===== config.mk =====
export PLATFORM = sky130hd
export DESIGN_NAME = pipe_ctrl
export DESIGN_NICKNAME = d
export VERILOG_FILES = /design/src/rtl/core_pkg.sv /design/src/rtl/sat_counter.sv /design/src/rtl/pipe_ctrl.sv
export SDC_FILE = /design/constraint.sdc
export NUM_CORES = 1
export LEC_CHECK = 0
export BUFFER_PORTS_ARGS = -buffer_cell sky130_fd_sc_hd__buf_4
export CORE_MARGIN = 1.5
export CORE_UTILIZATION = 35
export DETAILED_ROUTE_END_ITERATION = 10
export PLACE_DENSITY = 0.59
export SLEW_MARGIN = 20
export SYNTH_ARGS = -nofsm -noshare
export SYNTH_HDL_FRONTEND = slang
export SYNTH_SLANG_ARGS = --single-unit

===== constraint.sdc =====
create_clock -name clock -period 5.4 [get_ports clock]
set_input_delay 1.62 -clock clock [delete_from_list [all_inputs] [get_ports clock]]
set_output_delay 1.62 -clock clock [all_outputs]
set_load 0.005 [all_outputs]

===== src/rtl/core_pkg.sv =====
// Shared pipeline-control definitions: stage indices, stall source IDs, and
// the drain/halt state machine encoding.
package core_pkg;

  localparam logic [2:0] STG_F = 3'd0;
  localparam logic [2:0] STG_D = 3'd1;
  localparam logic [2:0] STG_A = 3'd2;
  localparam logic [2:0] STG_C = 3'd3;
  localparam logic [2:0] STG_W = 3'd4;

  localparam int SRC_ICACHE = 0;
  localparam int SRC_LOAD   = 1;
  localparam int SRC_BRANCH = 2;
  localparam int SRC_MUL    = 3;
  localparam int SRC_DCACHE = 4;

  typedef enum logic [1:0] {
    ST_RUN,
    ST_DRAIN,
    ST_HALTED
  } pipe_state_e;

endpackage


===== src/rtl/sat_counter.sv =====
// Saturating up-counter with synchronous clear; clear wins over increment.
module sat_counter #(
  parameter int CNT_W = 32
) (
  input  logic             clock,
  input  logic             inc,
  input  logic             clr,
  output logic [CNT_W-1:0] count
);

  logic [CNT_W-1:0] count_q, count_d;

  always_comb begin
    count_d = count_q;
    if (clr) begin
      count_d = '0;
    end else if (inc && (count_q != '1)) begin
      count_d = count_q + CNT_W'(1);
    end
  end

  always_ff @(posedge clock) begin
    count_q <= count_d;
  end

  assign count = count_q;

endmodule


===== src/rtl/pipe_ctrl.sv =====
// In-order pipeline controller: stall priority, bubble injection, redirect
// acceptance, drain-and-halt sequencing and per-source stall counters.
module pipe_ctrl
  import core_pkg::*;
#(
  parameter int                   NUM_STAGES     = int'(STG_W) + 1,
  parameter int                   NUM_SRC        = SRC_DCACHE + 1,
  parameter logic [NUM_SRC*3-1:0] SRC_STAGE      = {STG_C, STG_A, STG_D, STG_D, STG_F},
  parameter int                   REDIRECT_STAGE = 1,
  parameter int                   CNT_W          = 32
) (
  input  logic                     clock,
  input  logic                     reset,
  input  logic [NUM_SRC-1:0]       stall_req,
  input  logic                     redirect_en,
  input  logic                     halt_req,
  input  logic                     cnt_clear,
  output logic [NUM_STAGES-1:0]    stage_en,
  output logic [NUM_STAGES-1:0]    stage_bubble,
  output logic                     redirect_ack,
  output logic [NUM_STAGES-1:0]    stage_valid,
  output logic                     halted,
  output logic [NUM_SRC*CNT_W-1:0] stall_cnt
);

  pipe_state_e               state_q, state_d;
  logic [NUM_STAGES-1:1]     valid_q, valid_d;
  logic [NUM_STAGES-1:0]     en, bubble, cur_valid;
  logic                      ack;
  int                        s;

  // Highest stage owning an active stall; -1 when nothing stalls.
  always_comb begin
    s = -1;
    for (int unsigned k = 0; k < NUM_SRC; k++) begin
      if (stall_req[k] && (int'(SRC_STAGE[3*k +: 3]) > s)) begin
        s = int'(SRC_STAGE[3*k +: 3]);
      end
    end
  end

  always_comb begin
    ack    = redirect_en && (s < REDIRECT_STAGE);
    en     = '0;
    bubble = '0;
    for (int unsigned i = 0; i < NUM_STAGES; i++) begin
      en[i] = (state_q != ST_HALTED) && (int'(i) > s);
      if ((s >= 0) && (int'(i) == s + 1)) begin
        bubble[i] = 1'b1;
      end
      if (ack && (i >= 1) && (int'(i) <= REDIRECT_STAGE)) begin
        bubble[i] = 1'b1;
      end
    end
    if (state_q != ST_RUN) begin
      bubble[1] = 1'b1;
    end
    cur_valid = {valid_q, state_q == ST_RUN};
  end

  always_comb begin
    valid_d = valid_q;
    for (int unsigned i = 1; i < NUM_STAGES; i++) begin
      if (en[i]) begin
        valid_d[i] = cur_valid[i-1] & ~bubble[i];
      end
    end
    state_d = state_q;
    unique case (state_q)
      ST_RUN: begin
        if (halt_req) state_d = ST_DRAIN;
      end
      ST_DRAIN: begin
        if ((valid_q == '0) && (stall_req == '0)) state_d = ST_HALTED;
        else if (!halt_req)                       state_d = ST_RUN;
      end
      ST_HALTED: begin
        if (!halt_req) state_d = ST_RUN;
      end
      default: state_d = ST_RUN;
    endcase
    if (reset) begin
      state_d = ST_RUN;
      valid_d = '0;
    end
  end

  always_ff @(posedge clock) begin
    state_q <= state_d;
    valid_q <= valid_d;
  end

  // Live-input-driven outputs are forced quiet while reset is held.
  assign stage_en     = reset ? '0 : en;
  assign stage_bubble = reset ? '0 : bubble;
  assign redirect_ack = ack && !reset;
  assign stage_valid  = reset ? {valid_q, 1'b0} : cur_valid;
  assign halted       = (state_q == ST_HALTED);

  for (genvar k = 0; k < NUM_SRC; k++) begin : g_cnt
    sat_counter #(
      .CNT_W(CNT_W)
    ) u_cnt (
      .clock(clock),
      .inc  (stall_req[k]),
      .clr  (reset | cnt_clear),
      .count(stall_cnt[k*CNT_W +: CNT_W])
    );
  end

endmodule


After elaboration in Yosys (flattened, before gate mapping)
Cells that the tools add are included.
W data, S select, Z words.
- output and inout bits: 177
- input port bits: 10
- flip-flop bits (word level): 166
- logic and storage cells: 96
- order comparisons: 11
- $add $sub $neg: 6
- reduce and logical (&&, ||, !) cells: 28
- eq/ne operators: 13
- mux-type cells: 19
- bitwise operators: 9
- operators with widths (operator ; number):
    $add A32 B1 Y32 const B ; 5
    $mux W32 ; 5
    $ne A32 B32 Y1 const B ; 5
    $gt A3 B32 Y1 const A ; 4
    $gt A2 B32 Y1 const A ; 3
    $eq A3 B32 Y1 const A ; 2
    $add A32 B2 Y32 const B ; 1
    $eq A2 B32 Y1 const A ; 1
    $eq A4 B32 Y1 const A ; 1
    $ge A32 B1 Y1 const B ; 1
    $gt A1 B32 Y1 const A ; 1
    $gt A4 B32 Y1 const A ; 1
    $logic_not A32 Y1 ; 1
    $lt A32 B2 Y1 const B ; 1
    $logic_and A1 B1 Y1 ; 22
    $mux W5 ; 2
    $mux W1 ; 8
    $mux W2 ; 3
    $pmux W2 S3 ; 1
    $logic_not A5 Y1 ; 1
    $and A1 B1 Y1 ; 4
    $logic_not A4 Y1 ; 1
    $ne A2 B2 Y1 const B ; 2
    $not A1 Y1 ; 4
    other kinds (6) ; 6

Logic depth before layout (Yosys ltp)
Gate-level depths: netlist of run 1.
- depth in word-level cells: 21
- mapped depth: 10
- gate-level depth less buffers: 9

Cells and area by module
Synthesis of run 1 repeated with hierarchy kept, for this count alone.
- cell total of the unflattened synthesis: 1054
- area total of the unflattened synthesis: 8826.0 um2
- modules (own cells, without submodules) (module ; seq. area each (um2) ; instances ; cells an instance ; area an instance (um2)):
    sat_counter ; 640.6 ; 5 ; 199 ; 1674.1
    pipe_ctrl ; 120.1 ; 1 ; 59 ; 455.4

Worst setup path before layout of run 1
OpenSTA, ideal clock, no wires.
- kind: input-to-output
- start: in stall_req[3]
- end: out stage_bubble[1]
- arrival: 3593 ps
- data required time: 3780 ps
- stages on the path: 9
- path slack: 187 ps
- buffers on the path: 1
- cells stage by stage: clkbuf_1 or4_1 nor2_1 inv_1 ha_1 nor4bb_1 a21oi_1 o21ai_0 nor2b_1
- longest elaborated chain between the ends: 12
- elaborated cells between the ends (all ways): 15
- classes of those cells: 1 x add/sub; 3 x order compare; 1 x eq/ne; 6 x mux; 4 x reduce/logical
- RTL lines (item ; RTL line ; RTL):
    start: declaration ; pipe_ctrl.sv:14 ; input logic [NUM_SRC-1:0] stall_req,
    $logic_and A1 B1 Y1 (*) ; pipe_ctrl.sv:36 ; if (stall_req[k] && (int'(SRC_STAGE[3*k +: 3]) > s)) begin
    $mux W32 (*) ; pipe_ctrl.sv:36 ;
    $gt A3 B32 Y1 ; pipe_ctrl.sv:36 ;
    $logic_and A1 B1 Y1 ; pipe_ctrl.sv:36 ;
    $mux W32 (*) ; pipe_ctrl.sv:36 ;
    $add A32 B2 Y32 ; pipe_ctrl.sv:48 ; if ((s >= 0) && (int'(i) == s + 1)) begin
    $eq A2 B32 Y1 ; pipe_ctrl.sv:48 ;
    $logic_and A1 B1 Y1 ; pipe_ctrl.sv:48 ;
    $mux W1 ; pipe_ctrl.sv:48 ;
    $mux W1 (*) ; pipe_ctrl.sv:51 ; if (ack && (i >= 1) && (int'(i) <= REDIRECT_STAGE)) begin
    $mux W1 (*) ; pipe_ctrl.sv:55 ; if (state_q != ST_RUN) begin
    $mux W5 (*) ; pipe_ctrl.sv:95 ; assign stage_bubble = reset ? '0 : bubble;
    end: declaration ; pipe_ctrl.sv:19 ; output logic [NUM_STAGES-1:0] stage_bubble,
Mark *: on every way between the ends. The rest lies on a longest branch, timed or not.

Final worst setup path of run 1
- start: in stall_req[1]
- end: out stage_bubble[1]
- longest elaborated chain between the ends: 18
- elaborated cells between the ends (all ways): 21
- classes of those cells: 1 x add/sub; 5 x order compare; 1 x eq/ne; 8 x mux; 6 x reduce/logical
- RTL lines (item ; RTL line):
    $logic_and A1 B1 Y1 (*) ; pipe_ctrl.sv:36
    $mux W32 (*) ; pipe_ctrl.sv:36
    $gt A2 B32 Y1 ; pipe_ctrl.sv:36
    $logic_and A1 B1 Y1 ; pipe_ctrl.sv:36
    $mux W32 (*) ; pipe_ctrl.sv:36
    $gt A3 B32 Y1 ; pipe_ctrl.sv:36
    $logic_and A1 B1 Y1 ; pipe_ctrl.sv:36
    $mux W32 (*) ; pipe_ctrl.sv:36
    [... 2 more ...] ; --
    $mux W32 (*) ; pipe_ctrl.sv:36
    $add A32 B2 Y32 ; pipe_ctrl.sv:48
    $eq A2 B32 Y1 ; pipe_ctrl.sv:48
    $logic_and A1 B1 Y1 ; pipe_ctrl.sv:48
    $mux W1 ; pipe_ctrl.sv:48
    $mux W1 (*) ; pipe_ctrl.sv:51
    $mux W1 (*) ; pipe_ctrl.sv:55
    $mux W5 (*) ; pipe_ctrl.sv:95
Marked as above.

==> metrics.md, run 1 <==
| Metric | Value |
|---|---|
| Detailed Route WL | `about 25000 um` |
| H-Tree Depth | `4` |
| Synth Net Count | `roughly 1100` |
| First-pass GRT wire length | `roughly 41000 um` |
| Worst reg2reg startpoint | `g_cnt[4].u_cnt.count[16]$_SDFFE_PP0P_` |
| Max Cap Viol | `0` |
| Non-Filler Instances | `between 1500 and 2000` |
| Post-synth EDFFs | `0` |
| Post-DP HPWL | `~18000 um` |
| Worst slew margin | `28.9%` |
| Nets@finish | `around 1200` |
| Largest area contributor in the synthesized netlist | `dfxtp_1` |
| Layout cells sized above 1 | `21.2%` |
| DIE WIDTH | `159 um` |
| TritonCTS Sinks | `~170` |
| RSZ-0062 raised after global routing | `no` |
| Vias per inst | `5.60` |
| Mapped Area | `approximately 8500 um2` |
| Number of port buffers | `186` |
| Clock buffer depth | `2` |
| Clock root buffer master | `clkbuf_16` |
| Antenna violations before repair | `1` |
| Drt first pass iters | `5` |
| Yosys top cell area share | `roughly two fifths` |
| Clk Latency, worst-skew pair | `approximately 0.43 ns` |
| Synth top area cells | `dfxtp_1 (39%), a21oi_1 (5.7%), or3_1 (5.0%), nand2_1 (4.1%), or4_1 (3.8%)` |
| Vias | `8644` |
| Kind of critical path | `primary input to output port` |
| Worst-path fanout max | `2` |
| Most used DFF post-synth | `dfxtp_1` |
| Worst clock skew | `0.0141 ns` |
| Synthesized area per cell | `a little over 8 um2` |
| Final Slew Violations | `0` |
| Hold-fix buffers, CTS | `0` |
| Via count of the first global-routing pass | `~7600` |
| Setup Total Neg Slack | `0 ns` |
| Startpoint Class | `primary input` |
| Hold_sp | `g_cnt[0].u_cnt.count[21]$_SDFFE_PP0P_` |
| Pwr dens | `235 nW/um2` |
| P_leak | `between 3 and 4 nW` |
| Largest net degree at the start of global routing | `between 70 and 80` |
| F_max | `190 MHz` |
| Setup repair bufs after CTS | `0` |
| Initial drt markers | `560` |
| Global Route Usage Sum | `roughly a fifth` |
| # DRC | `0` |
| TritonCTS clock tree | `yes` |
| Library cells used by synthesis | `65` |
| Peak supply drop | `approximately 0.00016 V` |
| Io pins | `approximately 190` |
| Placed Cells | `roughly 1500` |
| Async SR Flop Fraction | `0%` |
| Area of placed instances | `around 10000 um2` |
| Rows | `56` |
| Cts repair resizes | `2` |
| DIE AREA | `between 20000 and 30000 um2` |
| Synth Warn # | `0` |
| Synth-to-Final Area Change | `26.5%` |
| Core ar. | `~24000 um2` |
| Final setup vio count | `0` |
| Worst slew pin tran | `about 1.1 ns` |
| Synth top cells by count | `dfxtp_1 (166), a21oi_1 (98), nand2_1 (93)` |
| Hold Vio Cnt, Final | `0` |
| CP startpoint | `stall_req[1]` |
| Status | `complete, no violations` |
| Final Critical Period | `about 5.3 ns` |
| GR Overflow Total | `0` |
| Worst min path class | `flop to flop` |
| Clk slew on worst S/H paths | `around 0.07 ns` |
| Die height | `about 160 um` |
| Worst EP required | `between 3 and 4 ns` |
| WHS | `approximately 0.50 ns` |
| Final instance area | `10800 um2` |
| Crit share post-route | `a little over nine tenths` |
| DR WL/cell | `roughly 16 um` |
| Cell with the most instances after synthesis | `dfxtp_1` |
| Crit. End Element | `output port` |
| Starting Density | `between 30 and 40%` |
| CTS Buf Count | `17` |
| Seq/Total Area, Yosys | `between 30% and 40%` |
| Placer Congestion | `just over 0.8` |
| Crit path DAT | `around 3.6 ns` |
| Post-route ant nets | `0` |
| Syn Inst Count | `around 1100` |
| Register bit total from synthesis | `between 150 and 200` |
sequential cells by signal (all words and copies together) (netlist names):
signal	cells
valid_q	4
g_cnt.u_cnt.count	160
state_q	2
cell families (layout without fill, tap and decap cells):
kind of cell	Yosys count	in the layout	synth area share [%]
AO/OA/AOI/OAI	256	256	18.6
flip-flops	166	166	38.9
XOR/XNOR	39	39	4.00
adder cells (fa/ha/maj)	7	7	1.03
multiplexers	10	10	1.17
other	0	1	0
buffers and inverters	83	256	4.12
AND/OR/NAND/NOR	489	489	32.1
worst paths after layout:
kind	endpoint	slack [ns]	cells past startpoint
min reg2reg	g_cnt[0].u_cnt.count[21]$_SDFFE_PP0P_	0.50	2
max reg2reg	g_cnt[4].u_cnt.count[25]$_SDFFE_PP0P_	2.70	6
max	stage_bubble[1]	0.15	10
min	g_cnt[0].u_cnt.count[21]$_SDFFE_PP0P_	0.50	2
power by group:
group / switching (mW) / internal [mW]
combinational: 0.0569 / 0.0301
clock: 0.552 / 0.662
sequential: 0.00486 / 1.23
critical path, stage by stage:
cell	delay (ns)
buf_4	0.11
or4_1	0.58
nor2_1	0.15
inv_1	0.07
ha_1	0.19
nor4bb_2	0.34
a21oi_1	0.12
o21ai_1	0.15
nor2b_4	0.18
buf_4	0.12
per-stage QoR:
step	util [%]	worst slack, ns	power [mW]
after global routing	45.6	0.0232	2.63
after global placement	43.1	-0.123	1.35
after CTS	45.6	0.0185	2.57
after detailed placement	43.1	-0.111	1.35
final	45.6	0.148	2.53
after floorplan	-	0.187	1.30
final cells by class:
class                      count  area (um2)
fill                        2413       12900
multi-input combinational    801        4890
sequential                   166        3320
timing repair buffer         200        1510
clock buffer                  18         439
tap                          319         399
clock inverter                14         139
inverter                      24        90.1
antenna                        1        2.50
routing by layer:
layer / routed length, um / track usage, % / vias up
li1: - / - / 4302
met1: 12000 / 26.8 / 4082
met2: 11400 / 30.3 / 238
met3: 1470 / 3.96 / 22
met4: 337 / 5.62 / 0
met5: 0 / 0 / -
layout by cell type, fill, tap and decap left out, types with 21 or more instances in the layout:
| cell | instances |
|---|---|
| xor2_1 | 21 |
| inv_1 | 23 |
| nor2_1 | 69 |
| or4_1 | 43 |
| or3_1 | 68 |
| buf_4 | 199 |
| dfxtp_1 | 166 |
| and4_1 | 25 |
| nand4_1 | 45 |
| a21oi_1 | 98 |
| nand3_1 | 56 |
| nand2_1 | 93 |
| o21ai_0 | 41 |
| o21ai_1 | 23 |
| o31ai_1 | 33 |
Power figures use the tool's default switching activity.
==> inputs of run 2 (changes only) <==
clock period = 5.1 ns   (was 5.4 ns; I/O delays follow)
==> metrics.md, run 2 (synthesis results as in run 1) <==
| Metric | Value |
|---|---|
| Number of port buffers | `186 (unchanged)` |
| DIE AREA | `25300 um2 (unchanged)` |
| P_leak | `3.73 nW (+0.14%)` |
| Clk Latency, worst-skew pair | `0.43 ns (about the same)` |
| DIE WIDTH | `159 um (unchanged)` |
| Layout cells sized above 1 | `21.5% (+0.31 points)` |
| Worst clock skew | `0.0141 ns (-0.00000870 ns)` |
| Largest register FFs | `160 (unchanged)` |
| Reg2Reg Capture Point | `g_cnt[4].u_cnt.count[9]$_SDFFE_PP0P_` |
| Die height | `159 um (unchanged)` |
| F_max | `201 MHz` |
| H-Tree Depth | `4 (unchanged)` |
| Worst-path fanout max | `3 (+1)` |
| Drt first pass iters | `5 (unchanged)` |
| Post-DP HPWL | `17600 um (-0.94%)` |
| First-pass GRT wire length | `41000 um (+0.47%)` |
| Crit. End Element | `output port` |
| Status | `complete, no violations` |
| Hold Vio Cnt, Final | `0 (unchanged)` |
| Final Critical Period | `a little under 5 ns` |
| Kind of critical path | `primary input to output port` |
| Nets@finish | `1228 (+0.081%)` |
| Largest net degree at the start of global routing | `65 (-9.7%)` |
| Setup repair bufs after CTS | `0 (unchanged)` |
| Worst slew margin | `29.4% (+0.46 points)` |
| Worst reg-to-reg path cell count | `6 (unchanged)` |
| Final Slew Violations | `0 (unchanged)` |
| Most frequent cells in the layout | `buf_4 (197), dfxtp_1 (166), a21oi_1 (98)` |
| Final worst setup slack | `0.130 ns (-0.0182 ns)` |
| Core ar. | `23700 um2 (unchanged)` |
| GR Overflow Total | `0 (unchanged)` |
| DR WL/cell | `16.4 um (+0.13%)` |
| Most common cell after layout, fill and taps aside | `buf_4` |
| Peak supply drop | `0.000172 V (+8.7%)` |
| Worst slew pin tran | `1.06 ns (-0.00688 ns)` |
| Worst reg2reg startpoint | `g_cnt[4].u_cnt.count[16]$_SDFFE_PP0P_` |
| Placer Congestion | `0.796 (-2.0%)` |
| Hold-fix buffers, CTS | `0 (unchanged)` |
| Startpoint Class | `primary input` |
| Initial drt markers | `494 (-12%)` |
| TritonCTS Sinks | `166 (unchanged)` |
| Via count of the first global-routing pass | `7657 (+0.29%)` |
| Antenna violations before repair | `0 (-1)` |
| CTS Buf Count | `17 (unchanged)` |
| Final setup vio count | `0 (unchanged)` |
| Diodes inserted | `0 (-1)` |
| Detailed Route WL | `25300 um (+0.13%)` |
| Io pins | `187 (unchanged)` |
| Synth-to-Final Area Change | `27.3%` |
| Worst min path class | `flop to flop` |
| Global Route Usage Sum | `19.5% (+0.15 points)` |
| Clock root buffer master | `clkbuf_16` |
| WHS | `0.502 ns (-0.00231 ns)` |
| Vias | `8576 (-0.79%)` |
| CP startpoint | `stall_req[1]` |
| RSZ-0062 raised after global routing | `no` |
| Max Cap Viol | `0 (unchanged)` |
| Crit share post-route | `slightly below 100%` |
| Clk slew on worst S/H paths | `0.07 ns (about the same)` |
| Worst EP required | `3.57 ns (-0.21 ns)` |
| Vias per inst | `5.56 (-0.79%)` |
| Post-route ant nets | `0 (unchanged)` |
| Worst Setup EP | `stage_bubble[1]` |
| Pwr dens | `250 nW/um2 (+6.5%)` |
| Crit path DAT | `3.44 ns (-0.19 ns)` |
| Starting Density | `36.1% (unchanged)` |
| # DRC | `0 (unchanged)` |
| Clock buffer depth | `2 (unchanged)` |
| TritonCTS clock tree | `yes` |
| Setup slack at placement | `-0.196 ns (-0.0851 ns)` |
| R2R setup slack | `2.34 ns (-0.36 ns)` |
| Rows | `56 (unchanged)` |
[run 2: cell type report]
class | instances | area (um2)
clock buffer | 20 | 447
inverter | 24 | 90.1
multi-input combinational | 801 | 4940
tap | 319 | 399
fill | 2364 | 12800
timing repair buffer | 201 | 1530
sequential | 166 | 3320
clock inverter | 12 | 143
[run 2: routing by layer]
| metal | part of all wire, % | global-route usage [%] |
|---|---|---|
| met1 | 48 | 26.6 |
| met2 | 47 | 31.5 |
| met3 | 5.1 | 4.61 |
| met4 | 0.55 | 3.86 |
| met5 | 0 | 0 |
[run 2: timing repair]
item | CTS | global route
pin swaps | 2 | 6
resized for setup | 5 | 10
endpoints found under the setup margin | 1 | 1
endpoints found under the hold margin | 0 | 0
[run 2: worst min-delay path by stage]
stage / endpoint / slack, ns / startpoint / cells past startpoint
after detailed placement: g_cnt[0].u_cnt.count[7]$_SDFFE_PP0P_ / 0.49 / g_cnt[0].u_cnt.count[7]$_SDFFE_PP0P_ / 2
after global routing: g_cnt[0].u_cnt.count[22]$_SDFFE_PP0P_ / 0.52 / g_cnt[0].u_cnt.count[22]$_SDFFE_PP0P_ / 2
after CTS: g_cnt[0].u_cnt.count[7]$_SDFFE_PP0P_ / 0.50 / g_cnt[0].u_cnt.count[7]$_SDFFE_PP0P_ / 2
after floorplan: g_cnt[4].u_cnt.count[21]$_SDFFE_PP0P_ / 0.47 / g_cnt[4].u_cnt.count[21]$_SDFFE_PP0P_ / 2
final: g_cnt[3].u_cnt.count[21]$_SDFFE_PP0P_ / 0.50 / g_cnt[3].u_cnt.count[21]$_SDFFE_PP0P_ / 2
after global placement: g_cnt[0].u_cnt.count[7]$_SDFFE_PP0P_ / 0.48 / g_cnt[0].u_cnt.count[7]$_SDFFE_PP0P_ / 2
[run 2: power by group]
group / leakage, nW / switching, mW / total, mW / internal [mW]
Clock: 0.280 / 0.571 / 1.32 / 0.745
Sequential: 1.34 / 0.00521 / 1.30 / 1.30
Combinational: 2.11 / 0.0619 / 0.0963 / 0.0343
Total: 3.73 / 0.638 / 2.72 / 2.08
[run 2: critical path, stage by stage]
cell and delay [ns]:
buf_4 0.11, or4_4 0.54, nor2_4 0.12, buf_6 0.13
ha_4 0.12, nor4bb_4 0.29, a21oi_1 0.11, o21ai_1 0.18
nor2b_4 0.19, buf_6 0.11
[run 2: per-stage QoR]
step	TNS, ns	utilization, %	std cells	area (um2)	total power [mW]
finish	0	45.9	1543	10900	2.72
detailed placement	-0.196	43.1	1511	10200	1.43
floorplan	0	-	1050	8540	1.38
global route	0	45.9	1543	10900	2.82
global placement	-0.216	43.1	1511	10200	1.43
CTS	0	45.7	1543	10800	2.76
